File: src/rtl/key_cond.sv
// key_cond: 2-flop synchronizer, tick-sampled debounce and press pulses for modkey/key1/key2, plus mode counter.
// Optional macro KEY_REPEAT_EN adds hold-to-auto-repeat on key1/key2.
module key_cond #(
  parameter int SAMPLE_DIV = 20000,
  parameter int DB_MS      = 20,
  parameter int HOLD_MS    = 500,
  parameter int REPEAT_MS  = 100
) (
  input  logic       clk,
  input  logic       rst,
  input  logic       modkey_n,
  input  logic       key1_n,
  input  logic       key2_n,
  output logic [1:0] mode,
  output logic       mod_pulse,
  output logic       k1_pulse,
  output logic       k2_pulse,
  output logic       k1_level,
  output logic       k2_level
);

  localparam int PW = (SAMPLE_DIV > 1) ? $clog2(SAMPLE_DIV) : 1;
  localparam int DW = (DB_MS > 1) ? $clog2(DB_MS) : 1;

  // key index: 0 = modkey, 1 = key1, 2 = key2
  logic [2:0]    raw_n;
  logic [2:0]    sync1;
  logic [2:0]    sync2;
  logic [2:0]    pressed;
  logic [2:0]    level;
  logic [2:0]    flip;
  logic [2:0]    press;
  logic [2:0]    rep_hit;
  logic [2:0]    pulse;
  logic [DW-1:0] db_cnt [3];
  logic [PW-1:0] pre_cnt;
  logic          tick;

  assign raw_n   = {key2_n, key1_n, modkey_n};
  assign pressed = ~sync2;
  assign tick    = (pre_cnt == PW'(SAMPLE_DIV - 1));

  always_ff @(posedge clk) begin
    if (rst) begin
      pre_cnt <= '0;
    end else if (tick) begin
      pre_cnt <= '0;
    end else begin
      pre_cnt <= pre_cnt + PW'(1);
    end
  end

  always_ff @(posedge clk) begin
    if (rst) begin
      sync1 <= '1;
      sync2 <= '1;
    end else begin
      sync1 <= raw_n;
      sync2 <= sync1;
    end
  end

  // flip marks the tick that completes DB_MS consecutive disagreeing samples
  always_comb begin
    flip  = '0;
    press = '0;
    for (int k = 0; k < 3; k++) begin
      flip[k]  = tick && (pressed[k] != level[k]) && (db_cnt[k] == DW'(DB_MS - 1));
      press[k] = flip[k] && !level[k];
    end
  end

  always_ff @(posedge clk) begin
    if (rst) begin
      level <= '0;
      for (int k = 0; k < 3; k++) begin
        db_cnt[k] <= '0;
      end
    end else begin
      for (int k = 0; k < 3; k++) begin
        if (tick) begin
          if (pressed[k] != level[k]) begin
            if (flip[k]) begin
              level[k]  <= ~level[k];
              db_cnt[k] <= '0;
            end else begin
              db_cnt[k] <= db_cnt[k] + DW'(1);
            end
          end else begin
            db_cnt[k] <= '0;
          end
        end
      end
    end
  end

`ifdef KEY_REPEAT_EN
  localparam int HW = $clog2(HOLD_MS + 1);

  logic [HW-1:0] hold_cnt [2:1];

  // the tick that would reach HOLD_MS emits a pulse and reloads instead
  always_comb begin
    rep_hit = '0;
    for (int k = 1; k < 3; k++) begin
      rep_hit[k] = tick && level[k] && !flip[k] && (hold_cnt[k] == HW'(HOLD_MS - 1));
    end
  end

  always_ff @(posedge clk) begin
    if (rst) begin
      for (int k = 1; k < 3; k++) begin
        hold_cnt[k] <= '0;
      end
    end else begin
      for (int k = 1; k < 3; k++) begin
        if (!level[k] || flip[k]) begin
          hold_cnt[k] <= '0;
        end else if (tick) begin
          if (hold_cnt[k] == HW'(HOLD_MS - 1)) begin
            hold_cnt[k] <= HW'(HOLD_MS - REPEAT_MS);
          end else begin
            hold_cnt[k] <= hold_cnt[k] + HW'(1);
          end
        end
      end
    end
  end
`else
  assign rep_hit = '0;

  // repeat timing has no effect in this build
  logic unused_repeat_cfg;
  assign unused_repeat_cfg = ^{HOLD_MS, REPEAT_MS};
`endif

  always_ff @(posedge clk) begin
    if (rst) begin
      pulse <= '0;
    end else begin
      pulse <= press | rep_hit;
    end
  end

  always_ff @(posedge clk) begin
    if (rst) begin
      mode <= 2'b00;
    end else if (press[0]) begin
      mode <= mode + 2'd1;
    end
  end

  assign mod_pulse = pulse[0];
  assign k1_pulse  = pulse[1];
  assign k2_pulse  = pulse[2];
  assign k1_level  = level[1];
  assign k2_level  = level[2];

endmodule
File: config.mk
export PLATFORM = sky130hd
export DESIGN_NAME = key_cond
export DESIGN_NICKNAME = d
export VERILOG_FILES = /design/src/rtl/key_cond.sv
export SDC_FILE = /design/constraint.sdc
export NUM_CORES = 1
export LEC_CHECK = 0
export CAP_MARGIN = 20
export CORE_MARGIN = 2
export CORE_UTILIZATION = 58
export DETAILED_ROUTE_END_ITERATION = 8
export PLACE_DENSITY_LB_ADDON = 0.05
export RECOVER_POWER = 100
export SLEW_MARGIN = 10
export SYNTH_ARGS = -nofsm -noshare
export SYNTH_HDL_FRONTEND = slang
export SYNTH_SLANG_ARGS = --single-unit
File: constraint.sdc
create_clock -name clk -period 2.4 [get_ports clk]
set_input_delay 0.48 -clock clk [delete_from_list [all_inputs] [get_ports clk]]
set_output_delay 0.48 -clock clk [all_outputs]
set_load 0.01 [all_outputs]
==> run_results.csv <==
group,metric,value,unit
clock_tree,cts_tree,"yes",
clock_tree,htreeDepth,2,
finish,area_growth,12.4,%
synthesis,syn-cell-area,1950,µm²
sta,fmaxAchievable,0.467,GHz
placement,port_buffers,11,
setup_path,slowest_delay,400,ps
clock_tree,path_clk_slew,130,ps
sta,setup_viol,0,
sta,min_period,2140,ps
synthesis,yosysSeqAreaShare,0.528,
clock_tree,cts_buffer_depth,2,
placement,globalplace.congestion,0.724,
global_route,grt_max_degree,19,
sta,slew_viol_final,0,
clock_tree,cts-hold-fix-buffers,0,
floorplan,num_rows,21,
job,maxCapViolCount,0,
clock_tree,cts_sinks,44,
sta,tns,0,ps
synthesis,synthTopCellsByArea,"dfxtp_1 (30%), edfxtp_1 (23%), xnor2_1 (6.7%), nor2_1 (5.4%), xor2_1 (3.6%)",
floorplan,die_area,3850,µm²
floorplan,die_x,62.0,µm
pwr,combPwrFrac,0.039,
finish,final_common_cell,"dfxtp_1",
synthesis,synth_cells,183,
clock_tree,clkLatencyLatePin,360,ps
pwr,netSwitchingFraction,0.205,
setup_path,r2r-start,"pre_cnt[0]$_SDFF_PP0_",
route,wl_per_cell,12.8,µm
outcome,status,"finished clean",
synthesis,yosysTopAreaCellShare,0.297,
setup_path,crit_slowest_cell,"dfxtp_1",
setup_path,end_kind,"flop",
finish,drive_above_1_share,0.144,
global_route,grt_pass1_wl,5060,µm
pwr,powerDensity,606,nW/µm²
finish,antenna_cells,0,
setup_path,r2r_slack,260,ps
pwr,seqPwrFrac,0.603,
pwr,p_int,1060,µW
sta,timing.slew.headroom,0.758,
setup_path,path_cells,"ha_1 > nand4_1 > nor4_4 > buf_4 > nand3b_1 > nor3b_1",
pwr,power,1330,µW
pwr,ir_drop,0.406,mV
floorplan,ios,12,
floorplan,fp.dieH,62.0,µm
placement,hpwl,2280,µm
clock_tree,cts_resized,0,
finish,nets,210,
floorplan,initial_utilization,0.594,
synthesis,synth_edf_count,15,
finish,area.sequential,1030,µm²
setup_path,crit_path_start,"pre_cnt[0]$_SDFF_PP0_",
placement,place_ws,301,ps
finish,mostFrequentLayoutCells,"dfxtp_1 (29), nor2_1 (28), xnor2_1 (15), edfxtp_1 (15)",
synthesis,synth-seq-cells,44,
setup_path,cp_max_fo,11,
clock_tree,cts-root-buf,"clkbuf_4",
synthesis,syn_area_per_cell,10.7,µm²
synthesis,yosys.area.top_type,"dfxtp_1",
global_route,groute.usage.overall,0.186,
synthesis,synth-main-ff-cell,"dfxtp_1",
sta,timing.final.ws_setup,259,ps
synthesis,async_flop_share,0,
synthesis,synth_cell_type_count,33,
sta,hold_violations,0,
setup_path,arrival,2340,ps
hold_path,hp-class,"flop to flop",
route,via_count,1311,
finish,final_core_util,0.668,
pwr,power.clock.fraction,0.358,
sta,fin_skew,17.0,ps
sta,rsz0062_at_grt,"no",
setup_path,crit_type,"flop to flop",
route,drt_first_pass_iters,4,
floorplan,coreArea,3280,µm²
global_route,grt_pass1_vias,1192,
pwr,power_leakage,0.000768,µW
setup_path,startpoint_type,"flop",
finish,nFillCells,277,
route,wl,3170,µm
clock_tree,cts_made_buffers,5,
sta,fin_crit_sh,0.892,
route,drtIter0Drc,59,
clock_tree,cts_setup_buffers,0,
route,ant_nets,0,
pwr,p_switching,272,µW
setup_path,cp.required,2600,ps
sta,tightest_slew,360,ps
global_route,antenna_found_initial,0,
hold_path,min_from,"sync1[0]$_SDFF_PP1_",
route,drc_errors,0,
synthesis,synth_nets,192,
synthesis,yosys_warnings,0,
global_route,grt_remaining_overflow,0,
finish,multiInputGateArea,861,µm²
route,vias_per_cell,5.29,
## worst max-delay path: cells and delay by family (launching register included)
family | cells | cell delay (ps)
and+or+nand+nor | 4 | 1110
DFF | 1 | 400
buffers and inverters | 1 | 250
adders and majority gates | 1 | 230
## metrics by stage
stage / cells / hold WS (ps) / instance area (µm²)
after floorplan: 183 / 389 / 1950
after global placement: 240 / 396 / 2120
after detailed placement: 240 / 401 / 2120
after CTS: 248 / 434 / 2210
after global routing: 248 / 441 / 2190
final: 248 / 427 / 2190
## layer usage
layer	vias to the layer above	global-route usage	share of wire	wire length, µm
li1	674	-	-	-
met1	620	0.223	0.46	1460
met2	10	0.299	0.49	1570
met3	7	0.0559	0.022	70
met4	0	0.100	0.022	70
met5	-	0	0	0
## logic make-up (layout without fill, tap and decap cells)
logic type	after synthesis	count (layout)	synth area share
xor+xnor	23	23	0.103
flops	44	44	0.528
buf+inv	10	29	0.0276
fa+ha+maj	4	4	0.0256
mux	4	4	0.0218
simple gates	88	88	0.246
compound gates	10	10	0.0474
## cells in the mapped netlist (all sizes together) (2+ instances only)
cell,instances
xnor2,15
buf,3
ha,4
nor2,28
clkbuf,2
o21ai,2
nor4,4
nand3b,2
nor3b,5
nor2b,2
edfxtp,15
nor3,10
xor2,8
mux2i,2
mux2,2
a311oi,3
nand3,10
nand4,4
dfxtp,29
a21oi,3
inv,5
a22oi,2
or2,9
nand2,8
## state kept, by name, summed over array words and instances (netlist names)
signal,cells
mode,2
db_cnt,15
sync1,3
sync2,3
level,3
pulse,3
pre_cnt,15
## power groups by stage
stage          Sequential (µW)  Combinational, µW  Clock [µW]
6_report                   801               52.0         475
5_1_grt                    804               59.9         519
4_1_cts                    801               54.9         491
3_5_place_dp               818               54.6           0
3_3_place_gp               817               52.7           0
2_1_floorplan              815               40.4           0
## area by class of cell
| type | instances | share of cell area |
|---|---|---|
| Tap cell | 46 | 0.0262 |
| Clock buffer | 6 | 0.0234 |
| Timing Repair Buffer | 16 | 0.0639 |
| Sequential cell | 44 | 0.470 |
| Multi-Input combinational cell | 129 | 0.392 |
| Clock inverter | 2 | 0.0154 |
| Inverter | 5 | 0.00856 |
## path summary, 6_finish.rpt
| kind | end | depth (start not counted) |
|---|---|---|
| worst max-delay path | db_cnt[2][1]$_SDFFCE_PP0P_ | 6 |
| worst min-delay path | sync2[0]$_SDFF_PP1_ | 1 |
| worst max register to register | db_cnt[2][1]$_SDFFCE_PP0P_ | 6 |
| worst min register to register | sync2[0]$_SDFF_PP1_ | 1 |
Power figures use the tool's default switching activity.
